--- src/rtl/mips_run_ctrl.sv ---
// mips_run_ctrl: test sequencer for a MIPS core. Streams a program into
// instruction memory, holds the core in reset, releases it for a fixed number
// of cycles, then optionally compares the register file with expected values.
// Optional feature macro: MIPS_RUN_CTRL_CHECK_EN builds the CHECK state and the
// register comparison; without it a finished run reports pass immediately.
module mips_run_ctrl #(
    parameter int DATA_W     = 32,
    parameter int IMEM_DEPTH = 1024,
    parameter int REG_NUM    = 32,
    parameter int CYC_W      = 16,
    parameter int RST_CYC    = 4
) (
    input  logic                          clk,
    input  logic                          rst,
    input  logic                          start,
    input  logic [CYC_W-1:0]              instr_num,
    input  logic                          ld_valid,
    output logic                          ld_ready,
    input  logic [DATA_W-1:0]             ld_data,
    input  logic                          ld_last,
    output logic                          imem_we,
    output logic [$clog2(IMEM_DEPTH)-1:0] imem_addr,
    output logic [DATA_W-1:0]             imem_wdata,
    output logic                          core_rst,
    output logic [$clog2(REG_NUM)-1:0]    reg_addr,
    input  logic [DATA_W-1:0]             reg_data,
    input  logic                          chk_valid,
    output logic                          chk_ready,
    input  logic [DATA_W-1:0]             chk_data,
    output logic                          busy,
    output logic                          done,
    output logic                          pass,
    output logic [7:0]                    err_cnt,
    output logic [$clog2(REG_NUM)-1:0]    fail_reg
);

    localparam int AW = $clog2(IMEM_DEPTH);
    localparam int RW = $clog2(REG_NUM);

`ifdef MIPS_RUN_CTRL_CHECK_EN
    localparam logic HAS_CHECK = 1'b1;
`else
    localparam logic HAS_CHECK = 1'b0;
`endif

    typedef enum logic [2:0] {
        IDLE,
        LOAD,
        CRST,
        RUN,
        CHECK,
        DONE
    } state_t;

    state_t           r_state;
    logic [AW-1:0]    r_addr;
    logic [CYC_W-1:0] r_cnt;
    logic [CYC_W-1:0] r_instr;
    logic             r_ld_ready;
    logic             r_core_rst;
    logic [RW-1:0]    r_reg_addr;
    logic             r_chk_ready;
    logic             r_busy;
    logic             r_done;
    logic             r_pass;
    logic [7:0]       r_err_cnt;
    logic [RW-1:0]    r_fail_reg;

    logic             w_ld_fire;
    logic             w_load_end;
    logic             w_crst_end;
    logic             w_run_end;
    logic             w_instr_zero;
    state_t           w_post_state;

    assign w_ld_fire    = ld_valid & r_ld_ready;
    assign w_load_end   = ld_last | (r_addr == AW'(IMEM_DEPTH - 1));
    assign w_crst_end   = (r_cnt == CYC_W'(RST_CYC - 1));
    assign w_run_end    = (r_cnt == (r_instr - CYC_W'(1)));
    assign w_instr_zero = (r_instr == '0);
    // Where a finished run goes: register check when built in, else report.
    assign w_post_state = HAS_CHECK ? CHECK : DONE;

`ifdef MIPS_RUN_CTRL_CHECK_EN
    logic       w_chk_fire;
    logic       w_mismatch;
    logic       w_last_reg;
    logic [7:0] w_err_nxt;

    assign w_chk_fire = chk_valid & r_chk_ready;
    assign w_mismatch = (reg_data != chk_data);
    assign w_last_reg = (r_reg_addr == RW'(REG_NUM - 1));
    assign w_err_nxt  = (w_chk_fire && w_mismatch && (r_err_cnt != 8'hFF))
                        ? r_err_cnt + 8'd1 : r_err_cnt;
`else
    logic w_unused_chk;
    assign w_unused_chk = chk_valid ^ (^chk_data) ^ (^reg_data);
`endif

    // Sequencer: state, counters and all registered handshake/status outputs
    always_ff @(posedge clk or negedge rst) begin
        if (!rst) begin
            r_state     <= IDLE;
            r_addr      <= '0;
            r_cnt       <= '0;
            r_instr     <= '0;
            r_ld_ready  <= 1'b0;
            r_core_rst  <= 1'b1;
            r_reg_addr  <= '0;
            r_chk_ready <= 1'b0;
            r_busy      <= 1'b0;
            r_done      <= 1'b0;
            r_pass      <= 1'b0;
            r_err_cnt   <= '0;
            r_fail_reg  <= '0;
        end else begin
            case (r_state)
                IDLE: begin
                    if (start) begin
                        r_instr    <= instr_num;
                        r_err_cnt  <= '0;
                        r_pass     <= 1'b0;
                        r_fail_reg <= '0;
                        r_addr     <= '0;
                        r_reg_addr <= '0;
                        r_ld_ready <= 1'b1;
                        r_busy     <= 1'b1;
                        r_state    <= LOAD;
                    end
                end
                LOAD: begin
                    if (w_ld_fire) begin
                        r_addr <= r_addr + AW'(1);
                        if (w_load_end) begin
                            r_ld_ready <= 1'b0;
                            r_cnt      <= '0;
                            r_state    <= CRST;
                        end
                    end
                end
                CRST: begin
                    if (!w_crst_end) begin
                        r_cnt <= r_cnt + CYC_W'(1);
                    end else if (!w_instr_zero) begin
                        r_core_rst <= 1'b0;
                        r_cnt      <= '0;
                        r_state    <= RUN;
                    end else begin
                        // Zero-length run: skip RUN so core_rst never drops.
                        r_chk_ready <= HAS_CHECK;
                        r_done      <= ~HAS_CHECK;
                        r_pass      <= ~HAS_CHECK;
                        r_state     <= w_post_state;
                    end
                end
                RUN: begin
                    if (!w_run_end) begin
                        r_cnt <= r_cnt + CYC_W'(1);
                    end else begin
                        r_core_rst  <= 1'b1;
                        r_chk_ready <= HAS_CHECK;
                        r_done      <= ~HAS_CHECK;
                        r_pass      <= ~HAS_CHECK;
                        r_state     <= w_post_state;
                    end
                end
                CHECK: begin
`ifdef MIPS_RUN_CTRL_CHECK_EN
                    if (w_chk_fire) begin
                        r_err_cnt <= w_err_nxt;
                        if (w_mismatch && (r_err_cnt == 8'd0)) begin
                            r_fail_reg <= r_reg_addr;
                        end
                        if (w_last_reg) begin
                            r_chk_ready <= 1'b0;
                            r_reg_addr  <= '0;
                            r_done      <= 1'b1;
                            r_pass      <= (w_err_nxt == 8'd0);
                            r_state     <= DONE;
                        end else begin
                            r_reg_addr <= r_reg_addr + RW'(1);
                        end
                    end
`else
                    r_state <= IDLE;
`endif
                end
                DONE: begin
                    r_done  <= 1'b0;
                    r_busy  <= 1'b0;
                    r_state <= IDLE;
                end
                default: begin
                    r_state <= IDLE;
                end
            endcase
        end
    end

    assign ld_ready   = r_ld_ready;
    assign imem_we    = w_ld_fire;
    assign imem_addr  = r_addr;
    assign imem_wdata = ld_data;
    assign core_rst   = r_core_rst;
    assign reg_addr   = r_reg_addr;
    assign chk_ready  = r_chk_ready;
    assign busy       = r_busy;
    assign done       = r_done;
    assign pass       = r_pass;
    assign err_cnt    = r_err_cnt;
    assign fail_reg   = r_fail_reg;

endmodule

--- config.mk ---
export PLATFORM = sky130hd
export DESIGN_NAME = mips_run_ctrl
export DESIGN_NICKNAME = d
export VERILOG_FILES = /design/src/rtl/mips_run_ctrl.sv
export SDC_FILE = /design/constraint.sdc
export NUM_CORES = 1
export LEC_CHECK = 0
export CAP_MARGIN = 10
export CORE_ASPECT_RATIO = 0.6
export CORE_MARGIN = 10
export CORE_UTILIZATION = 34
export CTS_CLUSTER_DIAMETER = 60
export DETAILED_ROUTE_END_ITERATION = 8
export PLACE_DENSITY_LB_ADDON = 0.12
export SLEW_MARGIN = 10
export SYNTH_ARGS = -nofsm -noshare
export SYNTH_HDL_FRONTEND = slang
export SYNTH_SLANG_ARGS = --single-unit
--- constraint.sdc ---
create_clock -name clk -period 3.25 [get_ports clk]
set_input_delay 0.65 -clock clk [delete_from_list [all_inputs] [get_ports clk]]
set_output_delay 0.65 -clock clk [all_outputs]
set_load 0.1 [all_outputs]
==> results of run 1 <==
## routing by layer
metal	global-route usage [%]	vias to the layer above	wire length (microns)
met4	3.87	0	89
met2	16.4	80	3570
met3	2.17	9	447
li1	-	1326	-
met1	20.4	1322	5180
met5	0	-	0
## path summary, 6_finish.rpt
path	end	slack, ns	cells after the start
hold / removal	r_instr[10]$_DFFE_PN0P_	0.29	1
setup reg to reg	r_cnt[9]$_DFFE_PN0P_	0.06	7
max in group asynchronous	core_rst$_DFFE_PN1P_	2.12	2
setup / recovery	r_cnt[9]$_DFFE_PN0P_	0.06	7
hold reg to reg	core_rst$_DFFE_PN1P_	0.50	2
min in group clk	core_rst$_DFFE_PN1P_	0.50	2
## worst max-delay path: stages (launching register included)
cell	delay (ns)
dfrtp_1	0.39
or4_4	0.62
nand2b_4	0.20
or4_1	0.51
a211o_1	0.30
or4_4	0.62
buf_4	0.20
a32o_1	0.24
## flip-flops by register name (all words and copies together), names as in the netlist
signal,count
r_state,3
core_rst,1
ld_ready,1
busy,1
done,1
r_instr,16
r_cnt,16
pass,1
imem_addr,10
## area by class of cell
type                       count  area [sq um]
fill                         945          5900
multi-input combinational    271          1800
sequential                    50          1250
timing repair buffer          66           553
tap                          135           169
clock buffer                   6           129
clock inverter                 2          37.5
inverter                       9          33.8
## per-stage QoR
step                      util [%]  std cells
final                         40.2        539
after global routing          40.2        539
after CTS                     39.4        532
after detailed placement      37.7        524
after global placement        37.7        524
after floorplan                  -        401
## power groups by stage
stage	sequential, W	combinational (W)	clock, W
2_1_floorplan	0.00128	0.00126	0
3_3_place_gp	0.00102	0.00184	0
3_5_place_dp	0.00102	0.00186	0
4_1_cts	0.00102	0.00187	0.000621
5_1_grt	0.00104	0.00211	0.000654
6_report	0.00101	0.00194	0.000612
## placed cells by master, fill, tap and decap left out, types with 4 or more instances in the layout
cell type         n
nand2b_1          4
xor2_1           11
o31ai_1           4
clkdlybuf4s50_1  19
xnor2_1           9
and3_1            4
mux2_2           15
a21oi_1          17
conb_1           19
buf_4            45
or2_2             4
nor2_1           31
nand3_1          12
nor2b_1           6
a31oi_1           4
a31o_2            6
nand4_1           7
inv_1             9
dfrtp_1          49
clkbuf_16         5
o21ai_0          22
nor4_1            7
nand2_1          23
nor3_1           10
mux2i_1           9
## cell families (layout without fill, tap and decap cells)
group                    after synthesis  after routing
AND/OR/NAND/NOR                      133            133
buffers and inverters                 80             83
AO/OA/AOI/OAI                         69             69
flip-flops                            50             50
multiplexers                          25             25
XOR/XNOR                              22             22
adder cells (fa/ha/maj)                3              3
other                                  1             19
## timing repair
| action | CTS | global route |
|---|---|---|
| gates resized for setup | 1 | 6 |
| pin swaps | 0 | 5 |
| buffers inserted | 0 | 7 |
| gates cloned | 0 | 0 |
| setup endpoints to repair | 11 | 12 |
==> reports/results.txt, run 1 <==
Hold Vio Cnt, Final: 0
Max clock buf depth: 2
Final min period: 3.19 ns
Die ar.: 14700 sq um
r2r startpoint: r_instr[5]$_DFFE_PN0P_
largest family of logic cells by synthesized area: simple AND/OR/NAND/NOR gates
top cells by area, synth: dfrtp_1 35%, buf_4 11%, mux2_2 4.9%
Main synth FF type: dfrtp_1
num rows: 28
number of distinct library cells after synthesis: 55
XOR/XNOR Fraction of Synth Area: 5.57%
CTS H-tree depth: 2
mux contribution to synthesized area: 7.92%
Post-DP Area: 3720 sq um
clock root cell: clkbuf_16
drt first pass iters: 4
FFs w/ async S/R, synth: 100%
port buffer count: 36
area growth from synthesis to layout: 14.9%
insertion delay to the later sink of the worst-skew pair: 0.30 ns
sequential share of power: 28.4%
fin worst setup slack: 0.0586 ns
status: finished clean
WHS: 0.291 ns
Worst Max-Slew Pin Slew: 0.785 ns
CP startpoint kind: flop
Synth top area share: 35.4%
Setup Skew: 0.00530 ns
GPL Wtd Cong: 0.804
Rel. slew slack: 47.5%
static leakage: 1.69 nW
Total Nets Final: 524
GRT overflow: 0
Yosys top cell by area: dfrtp_1
NetSw: 0.00167 W
Slew Limit Fails: 0
chip height: 98.1 microns
Power Density: 896 nW/um^2
CTS tree: built
DP HPWL: 7130 microns
clock sink total: 50
pin count of the biggest net entering global routing: 33
Synth Area in Compound Gates: 12.8%
maximum VDD drop: 0.475 mV
num ports: 185
layout cells sized above 1: 23.8%
initial core utilization: 35.0%
Vias/cell: 5.08
remaining antenna violation count after routing: 0
Clk network pwr share: 17.2%
total global-route track usage: 12.8%
first-pass GRT wire length: 15400 microns
fin area: 3980 sq um
most frequent cell after synthesis: buf_4
hold_buf cts: 0
fraction of the mapped netlist area in adder cells: 1.08%
core area: 9880 sq um
CP Class: reg -> reg
ANT cells: 0
fin crit share: 98.2%
DR WL/cell: 17.2 microns
Setup TNS: 0 ns
Seq/Total Area, Yosys: 36.2%
synthesized cell area: 3460 sq um
clk slew on worst S/H paths: 0.07 ns
Max Freq: 0.313 GHz
Setup crit start: r_instr[5]$_DFFE_PN0P_
chip width: 150 microns
Post-Route WL: 9290 microns
CTS buffer count: 5
Place WS: -0.0236 ns
critical path arrival: 3.38 ns
Worst setup EP type: flop
CP Max Fanout: 7
Data required, critical path: 3.44 ns
DRC viols: 0
simple-gate share of the synthesized area: 21.4%
logic gate share of total power: 54.4%
Commonest cells post-synth: 51 x buf_4, 49 x dfrtp_1, 31 x nor2_1, 23 x nand2_1, 23 x o21ai_0
Post-Syn Area per Cell: 9.03 sq um
total power: 0.00356 W
RSZ-0062 raised after global routing: true
number of synthesized flops with an enable pin: 0
Sw Share: 47.0%
Yosys warning count: 0
vias post-DR: 2737
gate count of the mapped netlist: 383
DR iter-0 viols: 203
worst hold path class: in -> async
flops & latches, synth: 50
Int Power: 0.00189 W
antenna violations before repair: 0
max_cap viols: 0
# setup viols final: 0
vias in the first global route: 2720
Power figures use the tool's default switching activity.
==> inputs of run 2 (changes only) <==
- CORE_UTILIZATION: 34 -> 36
==> reports/results.txt, run 2 (synthesis gave the netlist of run 1 again) <==
status: finished clean
max_cap viols: 0
initial core utilization: 37.4%
Setup Skew: 0.00294 ns
total power: 0.00352 W
Total Nets Final: 519
critical path arrival: 3.36 ns
clock sink total: 50
Power Density: 892 nW/um^2
DP HPWL: 7020 microns
drt first pass iters: 5
clk slew on worst S/H paths: 0.07 ns
CTS tree: built
final cell count without fillers: 529
DRC viols: 0
fin crit share: 97.5%
Post-Route WL: 9330 microns
fill count: 947
Slew Limit Fails: 0
first-pass GRT wire length: 15100 microns
Worst Max-Slew Pin Slew: 0.558 ns
internal reg-to-reg setup slack: 0.08 ns
layout cells sized above 1: 23.3%
CP Class: reg -> reg
area growth from synthesis to layout: 14.1%
Max Freq: 0.316 GHz
insertion delay to the later sink of the worst-skew pair: 0.29 ns
Max clock buf depth: 2
maximum VDD drop: 0.473 mV
post-layout util: 42.6%
Final min period: 3.17 ns
Critical Path Sink: r_cnt[9]$_DFFE_PN0P_
CTS buffer count: 5
port buffer count: 36
most frequent cells in the layout: 49 x dfrtp_1, 38 x buf_4, 30 x nor2_1
hold_buf cts: 0
pin count of the biggest net entering global routing: 29
Int Power: 0.00184 W
GRT overflow: 0
chip height: 95.9 microns
# setup viols final: 0
area of the multi-input gates: 1820 sq um
vias post-DR: 2739
total global-route track usage: 13.4%
Hold Vio Cnt, Final: 0
WHS: 0.345 ns
Data required, critical path: 3.44 ns
ANT cells: 0
Setup crit start: r_instr[5]$_DFFE_PN0P_
Vias/cell: 5.18
Worst setup EP type: flop
Setup TNS: 0 ns
logic gate share of total power: 53.3%
RR Endpoint: r_cnt[9]$_DFFE_PN0P_
static leakage: 1.67 nW
FF+latch area: 1250 sq um
NetSw: 0.00168 W
num rows: 27
antenna violations before repair: 0
CP Max Fanout: 7
worst hold path class: in -> async
core area: 9260 sq um
clock root cell: clkbuf_16
r2r startpoint: r_instr[5]$_DFFE_PN0P_
sequential share of power: 29.5%
RSZ-0062 raised after global routing: false
Sw Share: 47.6%
vias in the first global route: 2697
Rel. slew slack: 62.8%
Clk network pwr share: 17.2%
GPL Wtd Cong: 0.830
CP startpoint kind: flop
chip width: 147 microns
num ports: 185
DR WL/cell: 17.6 microns
remaining antenna violation count after routing: 0
CTS H-tree depth: 2
most common cell after layout, fill and taps aside: dfrtp_1
FF-to-FF path depth: 7
Die ar.: 14100 sq um
placed cells: 518
DR iter-0 viols: 214
run 2: critical path, stage by stage, from the launching register on:
cell and delay (ns):
dfrtp_1 0.38, or4_4 0.63, nand2b_4 0.20, or4_4 0.44, xnor2_2 0.20, o2111ai_2 0.18
or4_2 0.75, a32o_1 0.29
run 2: layout make-up:
cell class,count,area share (%)
tap,130,4.12
timing repair buffer,60,13.0
clock buffer,6,3.27
clock inverter,2,0.951
inverter,9,0.856
sequential,50,31.7
multi-input combinational,272,46.1
run 2: metal layers:
metal	GRT usage, %	vias up	part of all wire, %
met5	0	-	0
met4	2.74	0	0.88
met3	3.51	16	4.8
met2	18.3	71	39
met1	20.3	1337	55
li1	-	1315	-
run 2: power by group through the flow:
stage / logic [W] / clock network (W) / registers (W)
floorplan: 0.00126 / 0 / 0.00128
detailed placement: 0.00182 / 0 / 0.00105
CTS: 0.00183 / 0.000615 / 0.00104
finish: 0.00188 / 0.000604 / 0.00104
global placement: 0.00180 / 0 / 0.00104
global route: 0.00203 / 0.000646 / 0.00108
run 2: through the flow:
stage | setup WS, ns | instance area [sq um]
after CTS | 0.0109 | 3880
after detailed placement | -0.0185 | 3710
after floorplan | 0.110 | 3530
after global routing | 0.0141 | 3950
after global placement | -0.0144 | 3710
final | 0.0809 | 3950
run 2: what timing repair did:
action	in CTS	in global routing
resized for setup	1	9
setup buffers	0	2
hold endpoints to repair	0	0
pin swaps	0	5
setup endpoints to repair	4	12
gates cloned	0	1
run 2: worst min-delay path by stage:
stage,from,end,depth (start not counted)
finish,rst,r_instr[10]$_DFFE_PN0P_,1
global placement,core_rst$_DFFE_PN1P_,core_rst$_DFFE_PN1P_,2
global route,rst,r_instr[10]$_DFFE_PN0P_,1
CTS,rst,r_instr[10]$_DFFE_PN0P_,1
detailed placement,core_rst$_DFFE_PN1P_,core_rst$_DFFE_PN1P_,2
floorplan,rst,busy$_DFFE_PN0P_,0
==> RTL edit 1, RTL diff (flow settings as in run 1) <==
The localparam `HAS_CHECK` goes from 1'b0 to 1'b1.
--- a/src/rtl/mips_run_ctrl.sv
+++ b/src/rtl/mips_run_ctrl.sv
@@ -40,7 +40,7 @@
 `ifdef MIPS_RUN_CTRL_CHECK_EN
     localparam logic HAS_CHECK = 1'b1;
 `else
-    localparam logic HAS_CHECK = 1'b0;
+    localparam logic HAS_CHECK = 1'b1;
 `endif
 
     typedef enum logic [2:0] {
Function: changed (Yosys sat finds a counterexample within 10 cycles, from zero or initial values and one cycle with rst low).
==> RTL edit 1 against run 1 <==
Wire length shrank 1.9%. Setup slack gained 0.26 ns. Count of clock-buffer cells in the layout grew 1. Via count grew 2.6%. Synthesized area grew 0.47%. Die area grew 0.39%. Final cell count grew 1.3%. Total power shrank 14%. Sequential cell count shrank 1. Cell area shrank 3.9%. Non-clock buffer count shrank 14.
==> RTL edit 1: results (changes against run 1) <==
[global_routing]
grt_first_pass_wirelength_um = 14700  ; was 15400 µm
global_route.usage.met2 = 0.160  ; was 0.164
grtUsageTotal = 0.122  ; was 0.128
grt_use_met3 = 0.0373  ; was 0.0217
groute.layer.met1.usage = 0.184  ; was 0.204
first_global_vias = 2652  ; was 2720
pin_count_of_the_biggest_net_entering_global_routing = 30  ; was 33

[route]
initialDrtViolationCount = 200  ; was 203
route.met3.wl_um = 704  ; was 447 µm
routed_wl_um = 9110  ; was 9290 µm
detailroute.via_count = 2807  ; was 2737
wl_met2_um = 3660  ; was 3570 µm
route.layer.met1.wl_um = 4650  ; was 5180 µm

[pwr]
power.ir.vdd_worst_mv = 0.329  ; was 0.475 mV
total_switching_power_w = 0.00144  ; was 0.00167 W
static-leakage-power_nw = 1.62  ; was 1.69 nW
power.switching_fraction = 0.471  ; was 0.470
powerClk_w = 0.000557  ; was 0.000612 W

[placed_design]
dpl.hpwl_um = 6800  ; was 7130 µm
finalWeightedCongestion = 0.813  ; was 0.804
numPortBuffers = 35  ; was 36

[timing]
fin_skew_ns = 0.00352  ; was 0.00530 ns

[critical_path]
path_max_fanout = 29  ; was 7
arrival_ns = 3.11  ; was 3.38 ns

[cts]
cts_resized = 0  ; was 1

[yosys]
top_cells_by_area_synth = sky130_fd_sc_hd__dfrtp_1 35%, sky130_fd_sc_hd__buf_4 11%, sky130_fd_sc_hd__nand2_1 6.6%, sky130_fd_sc_hd__xnor2_1 3.8%, sky130_fd_sc_hd__or3_1 3.4%  ; was sky130_fd_sc_hd__dfrtp_1 35%, sky130_fd_sc_hd__buf_4 11%, sky130_fd_sc_hd__mux2_2 4.9%, sky130_fd_sc_hd__nor2_1 3.4%, sky130_fd_sc_hd__o21ai_0 3.3%
yosys-top-cells-count = 61 x sky130_fd_sc_hd__nand2_1, 52 x sky130_fd_sc_hd__buf_4, 48 x sky130_fd_sc_hd__dfrtp_1, 19 x sky130_fd_sc_hd__or3_1, 18 x sky130_fd_sc_hd__nand3_1  ; was 51 x sky130_fd_sc_hd__buf_4, 49 x sky130_fd_sc_hd__dfrtp_1, 31 x sky130_fd_sc_hd__nor2_1, 23 x sky130_fd_sc_hd__nand2_1, 23 x sky130_fd_sc_hd__o21ai_0
synth_seq_area_share = 0.353  ; was 0.362

[outcome]
status = completed  ; unchanged

[final_layout]
layout.nets = 532  ; was 524

RTL edit 1: worst paths after layout:
kind	from	cells past startpoint	to	slack (ns)
worst min-delay path	rst	1	imem_addr[5]$_DFFE_PN0P_	0.31
max in group asynchronous	rst	2	r_cnt[15]$_DFFE_PN0P_	2.14
worst min register to register	chk_ready$_DFFE_PN0P_	1	chk_ready$_DFFE_PN0P_	0.48
worst max register to register	r_instr[2]$_DFFE_PN0P_	8	r_cnt[0]$_DFFE_PN0P_	0.32
min in group clk	chk_ready$_DFFE_PN0P_	1	chk_ready$_DFFE_PN0P_	0.48
worst max-delay path	r_instr[2]$_DFFE_PN0P_	8	r_cnt[0]$_DFFE_PN0P_	0.32
RTL edit 1: critical path: cells and delay by family (launching register included):
family          cells  cell delay [ns]
buf+inv             1             0.22
mux                 1             0.27
simple gates        4             1.45
flops               1             0.48
compound gates      2             0.39
RTL edit 1: cell type report:
class	instances	area (µm²)
clock buffer	7	153
clock inverter	1	5.00
fill	1025	6090
inverter	6	22.5
multi-input combinational	296	1800
sequential	49	1230
tap	135	169
timing repair buffer	52	448
RTL edit 1: kinds of logic after synthesis:
family | count (synthesis) | synth area share
XOR/XNOR | 28 | 0.0706
multiplexers | 1 | 0.00432
adder cells (fa/ha/maj) | 4 | 0.0144
AO/OA/AOI/OAI | 64 | 0.125
flip-flops | 49 | 0.353
other | 1 | 0.00108
buffers and inverters | 80 | 0.152
AND/OR/NAND/NOR | 179 | 0.280
RTL edit 1: stage by stage:
stage	utilization	instances	instance area (µm²)	worst slack, ns
4_1_cts	0.385	546	3820	0.337
2_1_floorplan	-	425	3550	0.0717
6_report	0.385	546	3820	0.320
3_3_place_gp	0.370	538	3660	0.380
5_1_grt	0.385	546	3820	0.139
3_5_place_dp	0.370	538	3660	0.357
==> RTL edit 2, RTL diff (config.mk and constraints of run 1) <==
Made on the original files. Put one more register stage on the output `err_cnt`, with the module's reset. The value now appears one clock later. The other outputs are not delayed to match.
--- a/src/rtl/mips_run_ctrl.sv
+++ b/src/rtl/mips_run_ctrl.sv
@@ -207,7 +207,13 @@
     assign busy       = r_busy;
     assign done       = r_done;
     assign pass       = r_pass;
-    assign err_cnt    = r_err_cnt;
+    always_ff @(posedge clk or negedge rst) begin
+        if (!rst) begin
+            err_cnt <= '0;
+        end else begin
+            err_cnt <= r_err_cnt;
+        end
+    end
     assign fail_reg   = r_fail_reg;
 
 endmodule
Function: same outputs for any inputs over 10 cycles, from zero or initial values and one cycle with rst low; that may be too few to reach the edited logic, so the function may still have changed.
==> RTL edit 2 against run 1 <==
Sequential cell count unchanged. Synthesized area increased by 1.4%. Setup slack improved by 0.23 ns. Critical endpoint is now r_cnt[4]$_DFFE_PN0P_. Wire length decreased by 5.2%. Cell area decreased by 3.9%. Worst hold slack improved by 0.068 ns.
Power is not compared: it rests on default switching activity, and its combinational part moved more than twofold at a synthesized area within 25%.
==> RTL edit 2: results (changes against run 1) <==
[global_routing]
grt_first_pass_wirelength_um = 14500  ; was 15400 µm
grtUsageTotal = 0.118  ; was 0.128
pin_count_of_the_biggest_net_entering_global_routing = 31  ; was 33
antenna_found_initial = 0  ; unchanged

[yosys]
top_cells_by_area_synth = sky130_fd_sc_hd__dfrtp_1 35%, sky130_fd_sc_hd__buf_4 11%, sky130_fd_sc_hd__mux2_2 4.8%, sky130_fd_sc_hd__xor2_1 3.5%, sky130_fd_sc_hd__nor2_1 3.1%  ; was sky130_fd_sc_hd__dfrtp_1 35%, sky130_fd_sc_hd__buf_4 11%, sky130_fd_sc_hd__mux2_2 4.9%, sky130_fd_sc_hd__nor2_1 3.4%, sky130_fd_sc_hd__o21ai_0 3.3%
synthDistinctLibCells = 61  ; was 55
synth_seq_area_share = 0.357  ; was 0.362
postSynthAreaPerCell_um2 = 9.23  ; was 9.03 µm²
synth.yosys.warnings = 0  ; unchanged
synth-async-reset-ratio = 1.00  ; unchanged
yosys-top-cells-count = 51 x sky130_fd_sc_hd__buf_4, 49 x sky130_fd_sc_hd__dfrtp_1, 29 x sky130_fd_sc_hd__nor2_1, 20 x sky130_fd_sc_hd__o21ai_0, 19 x sky130_fd_sc_hd__nand2_1  ; was 51 x sky130_fd_sc_hd__buf_4, 49 x sky130_fd_sc_hd__dfrtp_1, 31 x sky130_fd_sc_hd__nor2_1, 23 x sky130_fd_sc_hd__nand2_1, 23 x sky130_fd_sc_hd__o21ai_0

[critical_path]
critical_path.top_delay_family = compound AO/OA/AOI/OAI gates  ; was simple AND/OR/NAND/NOR gates
worst_r2r_path_depth = 10  ; was 7
cp_slowest_stage_delay_ns = 0.44  ; was 0.62 ns
cp_slowest_cell = sky130_fd_sc_hd__dfrtp_1  ; was sky130_fd_sc_hd__or4_4
path_max_fanout = 14  ; was 7

[cts]
clock_slew_at_reported_path_ffs_ns = 0.07  ; about the same
clock_tree.root_cell = sky130_fd_sc_hd__clkbuf_16  ; unchanged
clk-insertion-delay-late_ns = 0.29
htree_num_levels = 2  ; unchanged
number_of_clock_buffers_inserted_by_tritoncts = 5  ; unchanged
max-clock-path-buffers = 2  ; unchanged

[placed_design]
dpl.hpwl_um = 6620  ; was 7130 µm
dp.cells = 506  ; was 524
numPortBuffers = 36  ; unchanged
post-place-ws_ns = 0.203  ; was -0.0236 ns
finalWeightedCongestion = 0.783  ; was 0.804

[min_path]
hp-class = input port to asynchronous set/reset pin  ; unchanged

[route]
routed_wl_um = 8810  ; was 9290 µm
initialDrtViolationCount = 131  ; was 203
detailed_routing_iterations_pass_1 = 4  ; unchanged
detailroute.via_count = 2694  ; was 2737
drt-vias-per-instance = 5.18  ; was 5.08

[outcome]
status = completed  ; unchanged

[timing]
relative_slew_slack = 0.526  ; was 0.475
fin_skew_ns = 0.00613  ; was 0.00530 ns

[pwr]
static-leakage-power_nw = 1.65
power.ir.vdd_worst_mv = 0.182

[final_layout]
diodes = 0  ; unchanged
fillers = 1049  ; was 945
drive_above_1_share = 0.192  ; was 0.238

-- RTL edit 2: cell types whose count changed after synthesis, sizes merged, moves of 4 or more --
cell | before | now
a21oi | 17 | 8
a211o | 2 | 9
mux2i | 9 | 2
nor3 | 11 | 4
a31o | 6 | 0
and3 | 4 | 9
nand4 | 7 | 12
nand2 | 23 | 19
nor4b | 2 | 6
-- RTL edit 2: area by class of cell --
cell class | instances | area share
flip-flops and latches | 50 | 0.328
well taps | 135 | 0.0442
clock buffers | 7 | 0.0373
inverters | 9 | 0.00884
multi-input cells | 267 | 0.469
clock inverters | 1 | 0.00131
repair buffers | 51 | 0.112
-- RTL edit 2: what timing repair did --
| item | in CTS | in global routing |
|---|---|---|
| hold buffers | 0 | 0 |
| setup endpoints to repair | 0 | 8 |
| gates resized for setup | 0 | 2 |
| buffers inserted | 0 | 6 |
| hold endpoints to repair | 0 | 0 |
-- RTL edit 2: metrics by stage --
step                      hold WS [ns]  area [µm²]
final                            0.359        3820
after global routing             0.400        3820
after CTS                        0.381        3770
after detailed placement         0.508        3620
after global placement           0.501        3620
after floorplan                  0.354        3580
-- RTL edit 2: power breakdown --
part           switching, W  leakage (nW)  total [W]  internal, W
logic              0.000162         0.950   0.000219    0.0000574
clock network      0.000234        0.0739   0.000540     0.000306
registers         0.0000235         0.624   0.000658     0.000634
-- RTL edit 2: layer usage --
metal / wire, µm / track usage / vias to the layer above
met5: 0 / 0 / -
met4: 100 / 0.0273 / 0
met3: 567 / 0.0374 / 17
met2: 3510 / 0.160 / 57
met1: 4630 / 0.176 / 1313
li1: - / - / 1307
-- RTL edit 2: final timing paths --
check,startpoint,endpoint,slack [ns]
max,r_instr[0]$_DFFE_PN0P_,r_cnt[4]$_DFFE_PN0P_,0.29
min,rst,imem_addr[4]$_DFFE_PN0P_,0.36
min in group clk,core_rst$_DFFE_PN1P_,core_rst$_DFFE_PN1P_,0.52
min reg2reg,core_rst$_DFFE_PN1P_,core_rst$_DFFE_PN1P_,0.52
max reg2reg,r_instr[0]$_DFFE_PN0P_,r_cnt[4]$_DFFE_PN0P_,0.29
max in group asynchronous,rst,core_rst$_DFFE_PN1P_,2.07
-- RTL edit 2: cell families (layout without fill, tap and decap cells) --
| kind of cell | Yosys count | after routing | share of synthesized area |
|---|---|---|---|
| DFF | 50 | 50 | 0.357 |
| muxes | 17 | 17 | 0.0539 |
| other | 1 | 19 | 0.00107 |
| AOI/OAI and AO/OA | 65 | 65 | 0.131 |
| and+or+nand+nor | 140 | 140 | 0.233 |
| xor gates and xnor gates | 23 | 23 | 0.0574 |
| adders and majority gates | 3 | 3 | 0.0107 |
| buffers and inverters | 81 | 68 | 0.156 |
